[src/rtl/bmp_pkg.sv]
// Shared constants and helpers for the BMP pixel-processing path.
// Imported by the pixel operator and the pixel processor top.
package bmp_pkg;

   localparam logic [1:0] MODE_PASS = 2'b00;
   localparam logic [1:0] MODE_TH   = 2'b01;
   localparam logic [1:0] MODE_BR   = 2'b10;

   localparam int HEADER_BYTES     = 56;
   localparam int BYTES_PER_PIXEL  = 3;
   localparam int WORDS_PER_GROUP  = 3;
   localparam int PIXELS_PER_GROUP = 4;

   function automatic logic [7:0] sat_add(
      input logic [7:0] a,
      input logic [7:0] b
   );
      logic [8:0] s;
      s = {1'b0, a} + {1'b0, b};
      return s[8] ? 8'hFF : s[7:0];
   endfunction

endpackage

[src/rtl/bmp_pixel_processor_pixel_op.sv]
// Combinational transform of one 24-bit pixel {B,G,R}.
// A low enable leaves the pixel untouched (incomplete pixel on flush).
module pixel_op
   import bmp_pkg::*;
(
   input  logic [23:0] i_pix,
   input  logic [1:0]  i_mode,
   input  logic [7:0]  i_val,
   input  logic        i_en,
   output logic [23:0] o_pix
);

   logic [9:0] w_sum;
   logic [7:0] w_gray;

   always_comb begin
      w_sum  = {2'b00, i_pix[23:16]}
             + {1'b0, i_pix[15:8], 1'b0}
             + {2'b00, i_pix[7:0]};
      w_gray = w_sum[9:2];
      o_pix  = i_pix;
      if (i_en) begin
         unique case (1'b1)
            (i_mode == MODE_TH):
               o_pix = (w_gray >= i_val) ? 24'hFFFFFF : 24'h000000;
            (i_mode == MODE_BR):
               o_pix = {sat_add(i_pix[23:16], i_val),
                        sat_add(i_pix[15:8], i_val),
                        sat_add(i_pix[7:0], i_val)};
            default:
               o_pix = i_pix;
         endcase
      end
   end

endmodule

[src/rtl/bmp_pixel_processor.sv]
// Regroups 32-bit pixel words into 3-word / 4-pixel groups, transforms them
// and streams the results back out one word per cycle in input order.
module bmp_pixel_processor
   import bmp_pkg::*;
#(
   parameter int DATA_BUS_SIZE = 32
)
(
   input  logic                     clk,
   input  logic                     rst,
   input  logic [1:0]               mode,
   input  logic [7:0]               data_proc,
   input  logic [DATA_BUS_SIZE-1:0] data_to_processor,
   input  logic                     scheduler_2_proc_vld,
   input  logic                     done,
   output logic [DATA_BUS_SIZE-1:0] data_from_processor,
   output logic                     vld_pr,
   output logic                     busy
);

   localparam int GW = DATA_BUS_SIZE * WORDS_PER_GROUP;

   logic [DATA_BUS_SIZE-1:0] r_w0, r_w1;
   logic [DATA_BUS_SIZE-1:0] r_b0, r_b1, r_b2;
   logic [1:0]               r_wcnt, r_ecnt;
   logic [1:0]               r_mode;
   logic [7:0]               r_val;

   logic                     w_last, w_flush;
   logic [GW-1:0]            w_grp, w_res;
   logic [PIXELS_PER_GROUP-1:0] w_en;

   // A flush waits until at most the final pending word remains, so the
   // bank is never overwritten while older words are still queued.
   always_comb begin
      w_last  = scheduler_2_proc_vld && (r_wcnt == 2'd2);
      w_flush = done && !scheduler_2_proc_vld
             && (r_wcnt != 2'd0) && (r_ecnt <= 2'd1);
      w_grp   = {r_w0, r_w1,
                 w_last ? data_to_processor : {DATA_BUS_SIZE{1'b0}}};
      if (w_last)
         w_en = 4'b1111;
      else if (r_wcnt == 2'd2)
         w_en = 4'b0011;
      else
         w_en = 4'b0001;
   end

   for (genvar p = 0; p < PIXELS_PER_GROUP; p++) begin : g_op
      pixel_op u_op (
         .i_pix  (w_grp[GW-1-24*p -: 24]),
         .i_mode (r_mode),
         .i_val  (r_val),
         .i_en   (w_en[p]),
         .o_pix  (w_res[GW-1-24*p -: 24])
      );
   end

   always_ff @(posedge clk) begin
      if (rst) begin
         r_w0   <= '0;
         r_w1   <= '0;
         r_b0   <= '0;
         r_b1   <= '0;
         r_b2   <= '0;
         r_wcnt <= 2'd0;
         r_ecnt <= 2'd0;
         r_mode <= MODE_PASS;
         r_val  <= 8'd0;
      end else begin
         if (r_ecnt != 2'd0) begin
            r_b0   <= r_b1;
            r_b1   <= r_b2;
            r_b2   <= '0;
            r_ecnt <= r_ecnt - 2'd1;
         end
         if (scheduler_2_proc_vld) begin
            if (r_wcnt == 2'd0) begin
               r_w0   <= data_to_processor;
               r_mode <= mode;
               r_val  <= data_proc;
               r_wcnt <= 2'd1;
            end else if (r_wcnt == 2'd1) begin
               r_w1   <= data_to_processor;
               r_wcnt <= 2'd2;
            end else begin
               r_wcnt <= 2'd0;
            end
         end
         if (w_last || w_flush) begin
            r_b0   <= w_res[GW-1 -: DATA_BUS_SIZE];
            r_b1   <= w_res[GW-1-DATA_BUS_SIZE -: DATA_BUS_SIZE];
            r_b2   <= w_res[DATA_BUS_SIZE-1:0];
            r_ecnt <= w_last ? 2'd3 : r_wcnt;
            r_wcnt <= 2'd0;
         end
      end
   end

   assign vld_pr              = (r_ecnt != 2'd0);
   assign data_from_processor = vld_pr ? r_b0 : {DATA_BUS_SIZE{1'b0}};
   assign busy                = (r_wcnt != 2'd0) || (r_ecnt != 2'd0);

endmodule

[config.mk]
export PLATFORM = sky130hd
export DESIGN_NAME = bmp_pixel_processor
export DESIGN_NICKNAME = d
export VERILOG_FILES = /design/src/rtl/bmp_pkg.sv /design/src/rtl/bmp_pixel_processor_pixel_op.sv /design/src/rtl/bmp_pixel_processor.sv
export SDC_FILE = /design/constraint.sdc
export NUM_CORES = 1
export LEC_CHECK = 0
export ABC_CLOCK_PERIOD_IN_PS = 6200
export BUFFER_PORTS_ARGS = -buffer_cell sky130_fd_sc_hd__buf_2
export CORE_MARGIN = 2
export CORE_UTILIZATION = 30
export DETAILED_ROUTE_END_ITERATION = 10
export MAX_ROUTING_LAYER = met4
export PLACE_DENSITY = 0.49
export SLEW_MARGIN = 5
export SYNTH_ARGS = -nofsm -noshare
export SYNTH_HDL_FRONTEND = slang
export SYNTH_HIERARCHICAL = 1
export SYNTH_SLANG_ARGS = --single-unit
[constraint.sdc]
create_clock -name clk -period 6.2 [get_ports clk]
set_input_delay 0.31 -clock clk [delete_from_list [all_inputs] [get_ports clk]]
set_output_delay 0.31 -clock clk [all_outputs]
set_load 0.03 [all_outputs]
==> flow_metrics.tcl, run 1 <==
set metrics [dict create \
    status "finished clean" \
    floorplan.die.width_um 231 \
    synthFlopType "dfxtp_1" \
    ys_seq_area_frac 0.225 \
    synth.avg_cell_area_sq_um 8.11 \
    synth_top_area_share 0.225 \
    cp.arrival_ns 6.00 \
    rows 83 \
    muxShareOfSynthArea 0.0414 \
    post_drt_wl_per_cell_um 22.4 \
    worstSetupPathType "reg2reg" \
    clockRootBuffer "clkbuf_16" \
    post_cts.repair.setup_buffers 0 \
    powerDensity_nw_per_um2 230 \
    synth_xor_area_frac 0.0408 \
    netlist_top_cells_area "dfxtp_1, ha_1, a21oi_1" \
    core_area_sq_um 51200 \
    slew_headroom 0.205 \
    gr-total-overflow 0 \
    worstPathCellList "nor2b_2, buf_4, and3_1, inv_1, fa_1, nor2_1, fa_1, a21o_1, a21oi_1, o21bai_1, a21oi_1, xnor2_1, ha_1, and3_1, a221o_1, a22oi_2, nand2_2, or2_1, o221a_2, nand3_1, a21oi_1" \
    whs_path_depth 3 \
    timing.fmax_mhz 176 \
    gp_congestion 0.903 \
    grt_first_pass_wirelength_um 87600 \
    yosys_warnings 6 \
    fillers 5397 \
    critPathMaxStageDelay_ns 0.60 \
    io_pins 80 \
    cts_tree "built" \
    grt_pass1_vias 13800 \
    io_buffers 79 \
    antenna_found_initial 3 \
    wirelength_um 58400 \
    dieArea_sq_um 53400 \
    firstDrtPassIters 7 \
    synthDistinctLibCells 62 \
    dpl_cell_area_sq_um 16400 \
    synthArstFlopShare 0 \
    instances_no_fill 2608 \
    finalClockSkew_ns 0.0158 \
    clkSinkCount 174 \
    grt_usage 0.225 \
    slew_violations 0 \
    synth_top_cell_by_area "dfxtp_1" \
    multi_input_area_sq_um 11000 \
    setup_viol 0 \
    worst_pin_slew_ns 1.19 \
    ff_latch_area_sq_um 3480 \
    num-nets-final 2170 \
    start_util 0.302 \
    timing.rr.start "r_wcnt[1]" \
    detail_route.iter0.violations 1218 \
    vias 14500 \
    rsz0062_at_grt "false" \
    critPathBufInv 2 \
    hp-start "mode[1]" \
    drive_gt1_frac 0.103 \
    hold_violations 0 \
    grt_max_degree 98 \
    reg2reg_depth 21 \
    synthCells 1908 \
    tns_ns 0 \
    critPathCaptureType "flip-flop" \
    r2r_slack_ns 0.50 \
    netlist_area_sq_um 15500 \
    synth_seq_cells 174 \
    hold_class "in2reg" \
    synth_edf_count 0 \
    worstSetupStartpointType "flip-flop" \
    post-route-min-period_ns 5.70 \
    drt-vias-per-instance 5.55 \
    dp_hpwl_um 43700 \
    yosysMostFrequentCell "nand2_1" \
    postCtsHoldBufs 0 \
    synthAdderAreaFrac 0.191 \
    crit_fanout 25 \
    numCtsBuffers 17 \
    dieHeight_um 231 \
    drc 0 \
    reg2reg_to "r_b2[17]" \
    crit_family "simple AND/OR/NAND/NOR gates" \
    cts_buffer_depth 2 \
    drtAntennaViolNets 0 \
    post_cts_resized 0 \
    synthSimpleGateAreaFrac 0.198 \
    maxCapViolations 0 \
    htreeDepth 4 \
    power_leakage_uw 0.00713 \
    synth_top_family_by_area "compound AO/OA/AOI/OAI gates" \
    fin_crit_sh 0.919 \
    yosys-top-cells-count "nand2_1, a21oi_1, dfxtp_1" \
    peakVddDrop_mv 0.179 \
    synth_compound_area_frac 0.236 \
    cpMostUsedCell "a21oi_1" \
    insertion_delay_ns 0.48 \
    area_delta_synth_final_pct 9.82 \
    final_area_sq_um 17000 \
    hold_end "r_mode[1]" \
    required_ns 6.50 \
    placedCellCount 2575 \
    path_clk_slew_ns 0.08 \
    cp_slowest_cell "dfxtp_1" \
]
## flip-flops by register name, indices dropped and copies added, names as in the netlist
register  count
r_val         8
r_b2         32
r_w0         32
r_wcnt        2
r_b1         32
r_mode        2
r_w1         32
r_b0         32
r_ecnt        2
## stage by stage
stage / setup slack, ns / utilization / power (uW) / hold slack, ns
after CTS: 0.536 / 0.332 / 3930 / 0.0565
after floorplan: 1.17 / - / 2350 / 0.446
after detailed placement: 0.567 / 0.320 / 2770 / 0.450
after global routing: 0.124 / 0.332 / 4110 / 0.0748
final: 0.503 / 0.332 / 3910 / 0.0730
after global placement: 0.633 / 0.320 / 2760 / 0.446
## how the worst max path moves through the flow
stage                          from       end  depth (start not counted)
final                     r_wcnt[1]  r_b2[17]                         21
after detailed placement  r_wcnt[1]  r_b2[17]                         21
after global placement    r_wcnt[1]  r_b2[16]                         21
after floorplan           r_wcnt[1]   r_b1[7]                         23
after global routing      r_wcnt[1]   r_b2[8]                         21
after CTS                 r_wcnt[1]  r_b2[17]                         21
## power by group
part / internal, uW / total (uW) / switching [uW] / leakage, uW
Combinational: 523 / 1440 / 913 / 0.00542
Clock: 589 / 1160 / 569 / 0.000296
Sequential: 1210 / 1320 / 111 / 0.00142
## final cells by class
| type | count | area share |
|---|---|---|
| Sequential cell | 174 | 0.205 |
| Multi-Input combinational cell | 1499 | 0.647 |
| Timing Repair Buffer | 106 | 0.0363 |
| Clock buffer | 18 | 0.0258 |
| Antenna cell | 1 | 0.000147 |
| Clock inverter | 14 | 0.00972 |
| Inverter | 116 | 0.0256 |
| Tap cell | 680 | 0.0501 |
## worst reg2reg max path: stages (launching register included)
cell and delay [ns]:
dfxtp_1 0.60, nor2b_2 0.33, buf_4 0.27, and3_1 0.25, inv_1 0.11, fa_1 0.54
nor2_1 0.07, fa_1 0.45, a21o_1 0.18, a21oi_1 0.22, o21bai_1 0.09, a21oi_1 0.21
xnor2_1 0.16, ha_1 0.25, and3_1 0.18, a221o_1 0.30, a22oi_2 0.22, nand2_2 0.15
or2_1 0.56, o221a_2 0.27, nand3_1 0.06, a21oi_1 0.08
## cells in the final DEF, fill, tap and decap left out, types with 5 or more instances in the layout
| cell type | Yosys | routed |
|---|---|---|
| buf_2 | 30 | 78 |
| dfxtp_1 | 174 | 174 |
| nor4_1 | 11 | 11 |
| a21oi_1 | 185 | 185 |
| a21o_1 | 13 | 13 |
| nand2b_1 | 26 | 26 |
| o221a_2 | 30 | 30 |
| o21ai_0 | 48 | 48 |
| or2_2 | 8 | 8 |
| nor2b_1 | 62 | 61 |
| xor2_1 | 26 | 26 |
| o21ai_1 | 10 | 10 |
| o311a_1 | 11 | 11 |
| or2_1 | 13 | 13 |
| buf_4 | 2 | 26 |
| clkbuf_16 | 0 | 17 |
| nor3_1 | 103 | 103 |
| nand2_1 | 200 | 199 |
| inv_1 | 116 | 116 |
| a211oi_1 | 65 | 65 |
| nor2_1 | 70 | 68 |
| and2_1 | 5 | 5 |
| xnor2_1 | 46 | 46 |
| inv_8 | 0 | 6 |
| ha_1 | 166 | 165 |
| o211ai_1 | 47 | 47 |
| and3_1 | 37 | 37 |
| a31oi_1 | 10 | 10 |
| nand3_1 | 78 | 78 |
| fa_1 | 44 | 44 |
| o221a_1 | 33 | 33 |
| o21a_1 | 13 | 13 |
| o21bai_1 | 16 | 16 |
| nand2_2 | 4 | 5 |
| mux2i_1 | 64 | 64 |
| o31a_1 | 12 | 12 |
## cell families after synthesis
group,after synthesis
muxes,64
other,1
xor gates and xnor gates,72
AOI/OAI and AO/OA,522
DFF,174
buffers and inverters,236
adders and majority gates,210
and+or+nand+nor,629
## per-layer routing
metal | GRT usage | part of all wire | up-vias
li1 | - | - | 6910
met1 | 0.302 | 0.46 | 7027
met2 | 0.347 | 0.45 | 453
met3 | 0.0372 | 0.064 | 73
met4 | 0.0659 | 0.027 | 0
met5 | - | 0 | -
Power figures use the tool's default switching activity.
==> run 2: changes to the inputs <==
- CORE_UTILIZATION: 30 -> 63
- PLACE_DENSITY: 0.49 -> 0.86
==> flow_metrics.tcl, run 2 (synthesis gave the netlist of run 1 again) <==
set metrics [dict create \
    status "finished clean" \
    path_clk_slew_ns 0.07 \
    detail_route.iter0.violations 1944 \
    cp_slowest_cell "dfxtp_1" \
    post_cts.repair.setup_buffers 0 \
    post_drt_wl_per_cell_um 22.7 \
    cts_buffer_depth 2 \
    antenna_found_initial 1 \
    post-route-min-period_ns 5.84 \
    drc 0 \
    hold_violations 0 \
    dieArea_sq_um 25800 \
    powerDensity_nw_per_um2 231 \
    slew_violations 0 \
    drt-vias-per-instance 6.84 \
    worstSetupPathType "reg2reg" \
    required_ns 6.46 \
    io_buffers 79 \
    cts_tree "built" \
    finalClockSkew_ns 0.00923 \
    insertion_delay_ns 0.44 \
    numCtsBuffers 17 \
    worstSetupStartpointType "flip-flop" \
    final_cell_mix "nand2_1, a21oi_1, dfxtp_1" \
    start_util 0.638 \
    fin_crit_sh 0.941 \
    maxCapViolations 0 \
    critPathCaptureType "flip-flop" \
    grt_pass1_vias 14600 \
    crit_fanout 19 \
    rsz0062_at_grt "false" \
    final_common_cell "nand2_1" \
    clkSinkCount 174 \
    setup_viol 0 \
    dieHeight_um 161 \
    wirelength_um 51100 \
    grt_max_degree 106 \
    core_area_sq_um 24200 \
    worst_pin_slew_ns 1.30 \
    slew_headroom 0.131 \
    vias 15400 \
    num-nets-final 2164 \
    peakVddDrop_mv 0.204 \
    final_util 0.680 \
    io_pins 80 \
    drtAntennaViolNets 0 \
    crit_family "simple AND/OR/NAND/NOR gates" \
    gp_congestion 1.03 \
    timing.fmax_mhz 171 \
    firstDrtPassIters 8 \
    grt_usage 0.405 \
    worstPathCellList "nor2b_4, and3_1, inv_1, fa_1, nor2_1, fa_1, a21o_1, a21oi_1, o21bai_1, a21oi_1, o21ai_0, ha_1, and3_1, a221o_1, a22oi_2, nand2_2, or2_1, o311a_1, nor3_1, a211oi_1" \
    clockRootBuffer "clkbuf_16" \
    rows 57 \
    floorplan.die.width_um 161 \
    hold_class "in2reg" \
    cp.arrival_ns 6.10 \
    area_delta_synth_final_pct 6.56 \
    dp_hpwl_um 36900 \
    critPathBufInv 1 \
    htreeDepth 4 \
    tns_ns 0 \
    power_leakage_uw 0.00709 \
    gr-total-overflow 0 \
    drive_gt1_frac 0.0999 \
    critPathMaxStageDelay_ns 0.60 \
    grt_first_pass_wirelength_um 79800 \
]
[run 2: timing repair]
action	in CTS	in global routing
setup endpoints to repair	0	31
gates resized for setup	0	1
hold buffers	0	0
[run 2: tightest hold or removal path, stage by stage]
cell and delay (ns):
buf_2 0.09, nand2_1 0.04, a21oi_1 0.05
[run 2: metrics by stage]
step / total power, uW / cells / worst slack [ns] / hold WS, ns / cell area, sq um
detailed placement: 2690 / 2213 / 0.262 / 0.459 / 15900
floorplan: 2350 / 1909 / 1.17 / 0.446 / 15500
finish: 3820 / 2247 / 0.364 / 0.100 / 16500
CTS: 3780 / 2245 / 0.253 / 0.0999 / 16500
global placement: 2650 / 2213 / 0.543 / 0.443 / 15900
global route: 3970 / 2246 / 0.139 / 0.111 / 16500
[run 2: final timing paths]
| check | start | to | slack, ns | cells after the start |
|---|---|---|---|---|
| min reg2reg | r_val[4] | r_val[4] | 0.47 | 2 |
| max reg2reg | r_wcnt[1] | r_b1[14] | 0.36 | 20 |
| min | data_proc[6] | r_val[6] | 0.1 | 3 |
| max | r_wcnt[1] | r_b1[14] | 0.36 | 20 |
[run 2: layout make-up]
class | instances | area, sq um
Clock buffer | 19 | 443
Antenna cell | 2 | 5.00
Fill cell | 1961 | 7760
Sequential cell | 174 | 3480
Multi-Input combinational cell | 1499 | 11000
Inverter | 116 | 435
Timing Repair Buffer | 100 | 568
Clock inverter | 13 | 146
Tap cell | 324 | 405
[run 2: layer usage]
| layer | GRT usage | part of all wire |
|---|---|---|
| met1 | 0.513 | 0.38 |
| met2 | 0.597 | 0.42 |
| met3 | 0.101 | 0.13 |
| met4 | 0.216 | 0.063 |
| met5 | - | 0 |
[run 2: report_power, final]
| group | internal (uW) | total (uW) | switching [uW] | leakage (uW) |
|---|---|---|---|---|
| logic | 520 | 1390 | 867 | 0.00538 |
| clock network | 583 | 1100 | 516 | 0.000287 |
| registers | 1210 | 1330 | 123 | 0.00142 |
==> run 3: changes to the inputs <==
- ABC_CLOCK_PERIOD_IN_PS: 6200 -> 5000
- CORE_UTILIZATION: 63 -> 57
- PLACE_DENSITY: 0.86 -> 0.82
- clock period: 6.2 -> 5 ns (I/O delays scaled with it)
==> flow_metrics.tcl, run 3 (synthesis gave the netlist of run 1 again) <==
set metrics [dict create \
    io_pins 80 \
    vias 15300 \
    dieArea_sq_um 28500 \
    p_int_uw 2820 \
    p_comb_frac 0.384 \
    drive_gt1_frac 0.127 \
    gr-total-overflow 0 \
    critPathCaptureType "flip-flop" \
    grt_pass1_vias 14200 \
    reg2reg_to "r_b2[16]" \
    cp_slowest_cell "fa_1" \
    p_sw_uw 1860 \
    peakVddDrop_mv 0.292 \
    cts_tree "built" \
    cts_buffer_depth 2 \
    worstSetupStartpointType "flip-flop" \
    clockRootBuffer "clkbuf_16" \
    firstDrtPassIters 6 \
    fillers 2333 \
    final_util 0.628 \
    grt_first_pass_wirelength_um 80000 \
    r2r_slack_ns 0.20 \
    final_common_cell "nand2_1" \
    dpl_worst_slack_ns -0.0313 \
    area_delta_synth_final_pct 8.71 \
    wirelength_um 52500 \
    post_drt_wl_per_cell_um 22.8 \
    hp-start "data_proc[5]" \
    grt_max_degree 99 \
    p_sw_frac 0.397 \
    grt_usage 0.374 \
    post-route-min-period_ns 4.80 \
    power.share.clock 0.271 \
    setup_viol 0 \
    rows 60 \
    maxCapViolations 0 \
    num-nets-final 2201 \
    cp.arrival_ns 5.06 \
    drc 0 \
    worst_pin_slew_ns 1.16 \
    dieHeight_um 169 \
    slew_headroom 0.229 \
    floorplan.die.width_um 169 \
    hold_violations 0 \
    setup_ws_ns 0.196 \
    sequentialPowerShare 0.345 \
    start_util 0.577 \
    hold_end "r_val[5]" \
    io_buffers 79 \
    timing.fmax_mhz 208 \
    whs_path_depth 3 \
    wl_met3_um 5890 \
    fin_crit_sh 0.961 \
    status "finished clean" \
    crit_fanout 20 \
    worstSetupPathType "reg2reg" \
    rsz0062_at_grt "true" \
    critPathMaxStageDelay_ns 0.50 \
    wl_met1_um 20900 \
    final_cell_mix "nand2_1, a21oi_1, dfxtp_1" \
    hold_class "in2reg" \
    path_clk_slew_ns 0.08 \
    detail_route.iter0.violations 1899 \
    worstPathCellList "nor2b_2, buf_4, and3_1, fa_1, ha_1, a21o_1, a41o_1, o41ai_1, xnor2_1, ha_1, a21o_1, a221o_1, a22oi_2, nand2_4, or2_4, o221a_2, nand3_1, a21oi_1" \
    dp_hpwl_um 38900 \
    core_area_sq_um 26800 \
    timing.rr.start "r_wcnt[1]" \
    insertion_delay_ns 0.43 \
    power_leakage_uw 0.00729 \
    finalClockSkew_ns 0.0151 \
    required_ns 5.26 \
    antenna_found_initial 2 \
    gp_congestion 1.06 \
    powerDensity_nw_per_um2 278 \
    slew_violations 0 \
    clkSinkCount 174 \
    htreeDepth 4 \
    reg2reg_depth 18 \
    top_layer "met4" \
    drt-vias-per-instance 6.64 \
    drtAntennaViolNets 0 \
    numCtsBuffers 17 \
    wl_met2_um 22400 \
]
-- run 3: worst max-delay path by stage --
stage                    from        to  slack (ns)  cells after the start
finish              r_wcnt[1]  r_b2[16]        0.20                     18
global route        r_wcnt[1]  r_b2[28]       -0.02                     21
CTS                 r_wcnt[1]  r_b2[16]       0.007                     21
detailed placement  r_wcnt[1]  r_b2[16]       -0.03                     21
global placement    r_wcnt[1]  r_b2[22]        0.04                     21
floorplan           r_wcnt[1]   r_b1[7]        0.03                     23
-- run 3: what timing repair did --
item / CTS / global route
resized for setup: 2 / 26
gates cloned: 0 / 0
setup buffers: 0 / 2
pin swaps: 0 / 6
hold buffers: 0 / 0
setup endpoints to repair: 31 / 58
-- run 3: area by class of cell --
| class | count | area, sq um | share of cell area |
|---|---|---|---|
| Sequential cell | 174 | 3480 | 0.207 |
| Timing Repair Buffer | 137 | 858 | 0.0510 |
| Inverter | 116 | 435 | 0.0259 |
| Tap cell | 341 | 427 | 0.0254 |
| Clock inverter | 10 | 82.6 | 0.00491 |
| Antenna cell | 2 | 5.00 | 0.000298 |
| Clock buffer | 21 | 450 | 0.0268 |
| Multi-Input combinational cell | 1499 | 11100 | 0.659 |
-- run 3: power by group through the flow --
| stage | clock network, uW | registers [uW] | logic [uW] |
|---|---|---|---|
| final | 1270 | 1620 | 1800 |
| after global routing | 1320 | 1620 | 1920 |
| after CTS | 1270 | 1610 | 1750 |
| after detailed placement | 0 | 1640 | 1750 |
| after global placement | 0 | 1640 | 1700 |
| after floorplan | 0 | 1600 | 1320 |
-- run 3: metal layers --
layer / vias to the layer above / track usage
met1: 7208 / 0.493
met2: 883 / 0.549
met4: 0 / 0.197
li1: 6967 / -
met3: 203 / 0.0671
met5: - / -
-- run 3: through the flow --
step	instance area, sq um	total power, uW	std cells	TNS (ns)	hold WS (ns)
floorplan	15500	2920	1909	0	0.386
global placement	16200	3340	2265	0	0.487
detailed placement	16200	3390	2265	-0.280	0.490
CTS	16700	4630	2296	0	0.0356
global route	16800	4870	2300	-0.120	0.0541
finish	16800	4680	2300	0	0.0468
-- run 3: worst max-delay path: cells and delay by family, from the launching register on --
family          cells  cell delay [ns]
compound gates      8             1.85
fa+ha+maj           3             1.09
simple gates        5             0.95
flops               1             0.33
buf+inv             1             0.22
xor+xnor            1             0.17
